[src/rtl/pipeline_ctrl.sv]
// pipeline_ctrl: central hazard scheduler for the 5-stage core (stall/flush/redirect + perf counters).
// Latency: control outputs are combinational from state and current inputs (same-cycle response).
// Backpressure: an outstanding data access (mem_req without mem_ack) freezes IF/ID/EX until acked.
module pipeline_ctrl #(
  parameter int ADDR_W       = 32,
  parameter int REG_W        = 5,
  parameter int FLUSH_CYCLES = 2,
  parameter int PERF_W       = 16
) (
  input  logic              clk,
  input  logic              reset,
  input  logic              dec_valid,
  input  logic [REG_W-1:0]  dec_rs1,
  input  logic [REG_W-1:0]  dec_rs2,
  input  logic              dec_rs1_used,
  input  logic              dec_rs2_used,
  input  logic              ex_valid,
  input  logic [REG_W-1:0]  ex_rd,
  input  logic              ex_is_load,
  input  logic              br_taken,
  input  logic [ADDR_W-1:0] br_target,
  input  logic              mem_req,
  input  logic              mem_ack,
  output logic              stall_if,
  output logic              stall_id,
  output logic              stall_ex,
  output logic              flush_id,
  output logic              flush_ex,
  output logic              redirect_valid,
  output logic [ADDR_W-1:0] redirect_pc,
  output logic [1:0]        state_o,
  output logic [PERF_W-1:0] stall_count,
  output logic [PERF_W-1:0] flush_count
);

  // The counter only has to hold FLUSH_CYCLES-1 (remaining flush-only cycles after the redirect).
  localparam int CNT_W = (FLUSH_CYCLES > 1) ? $clog2(FLUSH_CYCLES) : 1;

  typedef enum logic [1:0] {
    RUN        = 2'd0,
    LOAD_STALL = 2'd1,
    MEM_WAIT   = 2'd2,
    FLUSH      = 2'd3
  } state_t;

  state_t             r_state;
  state_t             w_next;
  logic [CNT_W-1:0]   r_cnt;
  logic [CNT_W-1:0]   w_cnt_next;
  logic [PERF_W-1:0]  r_stall_count;
  logic [PERF_W-1:0]  r_flush_count;

  logic w_mem_wait;
  logic w_load_use;
  logic w_stall_if;
  logic w_stall_id;
  logic w_stall_ex;
  logic w_flush_id;
  logic w_flush_ex;
  logic w_redirect;

  assign w_mem_wait = mem_req & ~mem_ack;

  // x0 is hardwired zero, so a load targeting it can never feed a dependent instruction.
  assign w_load_use = ex_valid & ex_is_load & (ex_rd != '0) & dec_valid &
                      ((dec_rs1_used & (dec_rs1 == ex_rd)) |
                       (dec_rs2_used & (dec_rs2 == ex_rd)));

  // Next-state and same-cycle control decode; older instructions (memory, then EX) win.
  always_comb begin
    w_next     = r_state;
    w_cnt_next = r_cnt;
    w_stall_if = 1'b0;
    w_stall_id = 1'b0;
    w_stall_ex = 1'b0;
    w_flush_id = 1'b0;
    w_flush_ex = 1'b0;
    w_redirect = 1'b0;
    case (r_state)
      RUN: begin
        if (w_mem_wait) begin
          // EX is frozen, so a branch resolving now is simply re-presented after the ack.
          w_stall_if = 1'b1;
          w_stall_id = 1'b1;
          w_stall_ex = 1'b1;
          w_next     = MEM_WAIT;
        end else if (ex_valid & br_taken) begin
          w_flush_id = 1'b1;
          w_flush_ex = 1'b1;
          w_redirect = 1'b1;
          if (FLUSH_CYCLES > 1) begin
            w_next     = FLUSH;
            w_cnt_next = CNT_W'(FLUSH_CYCLES - 1);
          end
        end else if (w_load_use) begin
          // Hold IF/ID one cycle and let a bubble enter EX behind the load.
          w_stall_if = 1'b1;
          w_stall_id = 1'b1;
          w_flush_ex = 1'b1;
          w_next     = LOAD_STALL;
        end
      end
      LOAD_STALL: begin
        // The stalled consumer is re-decoded against the bubble, so no hazard check here.
        if (w_mem_wait) begin
          w_stall_if = 1'b1;
          w_stall_id = 1'b1;
          w_stall_ex = 1'b1;
          w_next     = MEM_WAIT;
        end else begin
          w_next = RUN;
        end
      end
      MEM_WAIT: begin
        if (!mem_ack) begin
          w_stall_if = 1'b1;
          w_stall_id = 1'b1;
          w_stall_ex = 1'b1;
        end else begin
          w_next = RUN;
        end
      end
      FLUSH: begin
        w_flush_id = 1'b1;
        if (w_mem_wait) begin
          // Wrong-path decode must stay squashed while frozen; the countdown pauses.
          w_stall_if = 1'b1;
          w_stall_id = 1'b1;
          w_stall_ex = 1'b1;
        end else if (r_cnt <= CNT_W'(1)) begin
          w_cnt_next = '0;
          w_next     = RUN;
        end else begin
          w_cnt_next = r_cnt - CNT_W'(1);
        end
      end
      default: begin
        w_next     = RUN;
        w_cnt_next = '0;
      end
    endcase
  end

  // State and flush countdown; reset returns to RUN from any state.
  always_ff @(posedge clk) begin
    if (reset) begin
      r_state <= RUN;
      r_cnt   <= '0;
    end else begin
      r_state <= w_next;
      r_cnt   <= w_cnt_next;
    end
  end

  // Saturating perf counters: stall cycles and taken-branch redirects.
  always_ff @(posedge clk) begin
    if (reset) begin
      r_stall_count <= '0;
      r_flush_count <= '0;
    end else begin
      if (w_stall_if && (r_stall_count != '1)) begin
        r_stall_count <= r_stall_count + PERF_W'(1);
      end
      if (w_redirect && (r_flush_count != '1)) begin
        r_flush_count <= r_flush_count + PERF_W'(1);
      end
    end
  end

  // Controls are forced low during reset so nothing downstream moves in that cycle.
  assign stall_if       = w_stall_if & ~reset;
  assign stall_id       = w_stall_id & ~reset;
  assign stall_ex       = w_stall_ex & ~reset;
  assign flush_id       = w_flush_id & ~reset;
  assign flush_ex       = w_flush_ex & ~reset;
  assign redirect_valid = w_redirect & ~reset;
  assign redirect_pc    = br_target;
  assign state_o        = r_state;
  assign stall_count    = r_stall_count;
  assign flush_count    = r_flush_count;

endmodule

[config.mk]
export PLATFORM = sky130hd
export DESIGN_NAME = pipeline_ctrl
export DESIGN_NICKNAME = d
export VERILOG_FILES = /design/src/rtl/pipeline_ctrl.sv
export SDC_FILE = /design/constraint.sdc
export NUM_CORES = 1
export LEC_CHECK = 0
export CORE_MARGIN = 3
export CORE_UTILIZATION = 38
export DETAILED_ROUTE_END_ITERATION = 8
export PLACE_DENSITY_LB_ADDON = 0.1
export RECOVER_POWER = 25
export SLEW_MARGIN = 0
export SYNTH_ARGS = -nofsm -noshare
export SYNTH_HDL_FRONTEND = slang
export SYNTH_SLANG_ARGS = --single-unit
export TNS_END_PERCENT = 1
[constraint.sdc]
create_clock -name clk -period 2.36 [get_ports clk]
set_input_delay 0.472 -clock clk [delete_from_list [all_inputs] [get_ports clk]]
set_output_delay 0.472 -clock clk [all_outputs]
set_load 0.005 [all_outputs]
After elaboration in Yosys (flattened, before gate mapping)
Cells that the tools add are included.
{"block": "totals", "reg_bits": 35, "in_bits": 57, "out_inout_bits": 72, "elab_cells": 73}
{"block": "op_classes", "add_sub_neg": 3, "magnitude_cmp": 1, "eq_ne": 13, "muxes": 27, "n_bitwise": 16, "reduce_logical": 9}
{"operator": "$add A16 B1 Y16 const B", "count": 2}
{"operator": "$ne A16 B16 Y1 const B", "count": 2}
{"operator": "$mux W1", "count": 15}
{"operator": "$mux W2", "count": 7}
{"operator": "$and A1 B1 Y1", "count": 13}
{"operator": "$eq A5 B5 Y1", "count": 2}
{"operator": "$ne A2 B2 Y1 const B", "count": 5}
{"operator": "$pmux W2 S4", "count": 1}
{"operator": "$reduce_and A4 Y1", "count": 2}
{"operator": "$pmux W1 S2", "count": 3}
{"operator": "$reduce_bool A5 Y1", "count": 1}
{"operator": "$eq A2 B2 Y1 const B", "count": 2}
{"operator": "$ne A4 B4 Y1 const B", "count": 1}
{"operator": "$pmux W1 S3", "count": 1}
{"operator": "$reduce_or A3 Y1", "count": 1}
{"operator": "$eq A2 B1 Y1 const B", "count": 1}
{"operator": "$logic_and A1 B1 Y1", "count": 2}
{"operator": "$logic_not A2 Y1", "count": 1}
{"operator": "$not A1 Y1", "count": 2}
{"operator": "$reduce_bool A2 Y1", "count": 1}
{"operator": "$reduce_or A2 Y1", "count": 1}
{"operator": "$le A1 B1 Y1 const B", "count": 1}
{"operator": "$or A1 B1 Y1", "count": 1}
{"operator": "$sub A1 B1 Y1 const B", "count": 1}

Logic depth before layout (Yosys ltp)
{"block": "logic_depth", "word_depth": 9, "mapped_depth": 9, "depth_no_buf": 8}

Worst setup path before layout
OpenSTA, ideal clock, no wires.
{"block": "synth_timing", "kind": "register to register", "startpoint": "register r_state[0] (netlist: state_o[0])", "endpoint": "register r_stall_count[15] (netlist: stall_count[15])", "setup_ns": 0.132, "arrival_ns": 1.833, "t_required_ns": 2.228, "setup_slack_ns": 0.395, "stages_incl_launch_ff": 10, "path_buffers": 1, "period_less_slack_ns": 1.965, "cell_sequence": "dfxtp_1 inv_1 ha_1 nand2b_1 a21oi_1 o21ai_0 a21boi_2 buf_2 o41ai_1 a21oi_1"}
{"block": "synth_via", "elab_chain_len": 4, "word_cells_on_any_way": 7, "classes_between": "eq/ne: 3; mux: 1; reduce/logical: 3"}
{"item": "start, declared", "line_no": "46", "source": "state_t r_state;"}
{"item": "start signal, assigned", "line_no": "150", "source": "r_state <= w_next;"}
{"item": "$eq A2 B2 Y1 / $eq A2 B1 Y1 (equally long branches)", "line_no": "79", "source": "case (r_state)"}
{"item": "$reduce_or A2 Y1 (no source line)"}
{"item": "$pmux W1 S3 (*)", "line_no": "79"}
{"item": "$logic_and A1 B1 Y1 (*)", "line_no": "161", "source": "if (w_stall_if && (r_stall_count != '1)) begin"}
{"item": "end signal, assigned", "line_no": "162", "source": "r_stall_count <= r_stall_count + PERF_W'(1);"}
{"item": "end, declared", "line_no": "50", "source": "logic [PERF_W-1:0] r_stall_count;"}
Every way passes the cells marked *; elsewhere a longest branch is shown, timed or not.
A chain may end at the register's enable or synchronous reset.

Final worst setup path
{"block": "layout_timing", "startpoint": "input dec_rs2[1]", "endpoint": "output flush_ex"}
{"block": "layout_via", "elab_chain_len": 9}
{"item": "start, declared", "line_no": "14", "source": "input logic [REG_W-1:0] dec_rs2,"}
{"item": "$eq A5 B5 Y1", "line_no": "67", "source": "(dec_rs2_used & (dec_rs2 == ex_rd)));"}
{"item": "$and A1 B1 Y1", "line_no": "67"}
{"item": "$or A1 B1 Y1", "line_no": "66", "source": "((dec_rs1_used & (dec_rs1 == ex_rd)) |"}
{"item": "$and A1 B1 Y1", "line_no": "65", "source": "assign w_load_use = ex_valid & ex_is_load & (ex_rd != '0) & dec_valid &"}
{"item": "$mux W1", "line_no": "95", "source": "end else if (w_load_use) begin"}
{"item": "$mux W1", "line_no": "87", "source": "end else if (ex_valid & br_taken) begin"}
{"item": "$mux W1", "line_no": "81", "source": "if (w_mem_wait) begin"}
{"item": "$mux W1", "line_no": "79"}
{"item": "$and A1 B1 Y1", "line_no": "175", "source": "assign flush_ex = w_flush_ex & ~reset;"}
{"item": "end, declared", "line_no": "28", "source": "output logic flush_ex,"}
Every way passes these cells.

==> impl_metrics.tcl <==
set metrics [dict create \
    synth-main-ff-cell "dfxtp_1" \
    slew_headroom 0.738 \
    rows 27 \
    slowest_stage "clkdlybuf4s50_1" \
    clkSlewWorstSetupHoldPaths_ns 0.08 \
    htreeDepth 2 \
    first_pass_iters 4 \
    io_buffers 64 \
    grt_start_max_net_pins 28 \
    cts_tree "done" \
    areaGrowthSynthToFinish_pct 37.0 \
    critPathKind "in -> out" \
    hold_class "reg -> reg" \
    finClkSkew_ns 0.0133 \
    grt_pass1_wl_um 8450 \
    final_common_cell "clkdlybuf4s50_1" \
    overflow 0 \
    maxCapViolations 0 \
    layout_common_cells "clkdlybuf4s50_1 (45), dfxtp_1 (33), buf_4 (29)" \
    crit_family "buffers and inverters" \
    crit_required_ns 1.89 \
    fin_hold_ws_ns 0.494 \
    cts-root-buf "clkbuf_8" \
    yosysWarningCount 0 \
    worstSetupStartpointType "input pin" \
    die_h_um 82.2 \
    netlist-cell-type-count 41 \
    synthArstFlopShare 0 \
    routabilityCongestion 0.830 \
    grt_pass1_vias 1853 \
    worst-path-max-fanout 2 \
    fin_crit_ns 2.35 \
    rsz0062_at_grt "true" \
    power_density_nw_per_um2 504 \
    leakage_uw 0.00113 \
    cts_num_sinks 34 \
    finalMaxSlewViolations 0 \
    ys_seq_area_frac 0.309 \
    cts_hold_buf 0 \
    avgSynthCellArea_sq_um 8.17 \
    finalCritPeriodShare 0.997 \
    synth_edf_count 0 \
    clk_latency_ns 0.29 \
    dpl.hpwl_um 4000 \
    drt-initial-drc-count 35 \
    hold_viol 0 \
    fmax_ghz 0.425 \
    synthCells 270 \
    setup.worst_path.end_class "output pin" \
    yosys.area.top_type "dfxtp_1" \
    syn_nets 334 \
    numCtsBuffers 5 \
    wl_per_cell_um 13.3 \
    drt_wl_total_um 5360 \
    n_antenna_cell 0 \
    drt.antenna.violating_nets 0 \
    tightest_slew_ns 0.393 \
    worstPathArrival_ns 1.88 \
    ys_seq_elements 34 \
    syn-cell-area_sq_um 2210 \
    vias_per_cell 5.06 \
    cpPeakStageDelay_ns 0.47 \
    fp.coreArea_sq_um 5570 \
    fp.dieArea_sq_um 6760 \
    initial_core_util 0.396 \
    ios 129 \
    crit_chain "clkdlybuf4s50_1 -> xnor2_1 -> nand4_1 -> o22ai_2 -> buf_4 -> nand2_1 -> a211oi_2 -> buf_2" \
    clk_path_buf_depth 2 \
    route.detailed.drc 0 \
    routed-via-count 2046 \
    synth.area.top_cells "dfxtp_1 (31%), buf_4 (11%), xnor2_1 (6.7%), a21oi_1 (4.8%), ha_1 (4.0%)" \
    layout.nets 395 \
    die-width_um 82.2 \
    drive_above_1_share 0.175 \
    report.final.setup_viol 0 \
    yosysTopAreaCellShare 0.309 \
    outcome "completed" \
    worst_slack_ns 0.00804 \
    finalSetupTns_ns 0 \
    dp_slack_ns -0.522 \
    grt.total_usage 0.160 \
    antenna_found_initial 0 \
    cp_num_buf_inv 3 \
    ir_drop_mv 0.382 \
]
[cell usage after synthesis, types with 2 or more instances]
master,count
o31ai_1,8
nand4_1,8
xor2_1,7
nor3_1,3
ha_1,7
nand2_1,17
buf_4,33
clkbuf_1,4
and3_1,2
a211oi_1,5
a31oi_1,2
or4_1,7
a21oi_1,21
nand2b_1,2
or3_1,7
nand3_1,15
xnor2_1,17
and4_1,3
inv_1,9
dfxtp_1,34
and2_1,3
o21ai_1,3
nor3_2,5
o21ai_0,8
buf_2,3
nor2_1,22
[cell families after synthesis]
logic type | after synthesis | share of synthesized area
multiplexers | 1 | 0.00454
AND/OR/NAND/NOR | 102 | 0.264
adder cells (fa/ha/maj) | 7 | 0.0397
buffers and inverters | 49 | 0.141
AO/OA/AOI/OAI | 53 | 0.146
XOR/XNOR | 24 | 0.0953
flip-flops | 34 | 0.309
[final timing paths]
path	startpoint	endpoint	slack, ns	cells past startpoint
worst max-delay path	dec_rs2[1]	flush_ex	0.008	8
worst max register to register	state_o[0]$_SDFFE_PP0P_	stall_count[15]$_SDFFE_PP0P_	0.12	9
worst min register to register	stall_count[9]$_SDFFE_PP0P_	stall_count[9]$_SDFFE_PP0P_	0.49	2
worst min-delay path	stall_count[9]$_SDFFE_PP0P_	stall_count[9]$_SDFFE_PP0P_	0.49	2
[flip-flops by register name (all words and copies together) (netlist names)]
name         cells
state_o          2
stall_count     16
flush_count     16
[metrics by stage]
step	instances	util	total power, uW	cell area, sq um
finish	404	0.542	1520	3020
global route	404	0.542	1610	3020
CTS	403	0.536	1540	2990
detailed placement	394	0.517	1080	2880
global placement	394	0.517	1070	2880
floorplan	270	-	883	2210
[report_power, final]
part	switching (uW)	leakage, uW	internal, uW
registers	21.6	0.000275	595
logic	201	0.000809	244
clock network	228	0.0000472	235
total	450	0.00113	1070
[per-layer routing]
layer	wire length, um	GRT usage	vias up
met5	0	0	-
met4	116	0.0698	0
met3	442	0.0510	17
met2	2390	0.263	57
met1	2410	0.190	924
li1	-	-	1048
[area by class of cell]
class | count | area, sq um
Sequential cell | 34 | 682
Clock buffer | 6 | 82.6
Tap cell | 72 | 90.1
Fill cell | 582 | 2550
Multi-Input combinational cell | 187 | 1240
Clock inverter | 2 | 12.5
Timing Repair Buffer | 94 | 880
Inverter | 9 | 33.8
[tightest hold or removal path: stages (launching register included)]
cell     delay (ns)
dfxtp_1        0.33
o31ai_1        0.07
a21oi_1        0.05
[what timing repair did]
action	CTS	global route
setup endpoints to repair	7	8
gates cloned	0	0
pin swaps	2	12
setup buffers	1	1
gates resized for setup	24	10
Power figures use the tool's default switching activity.
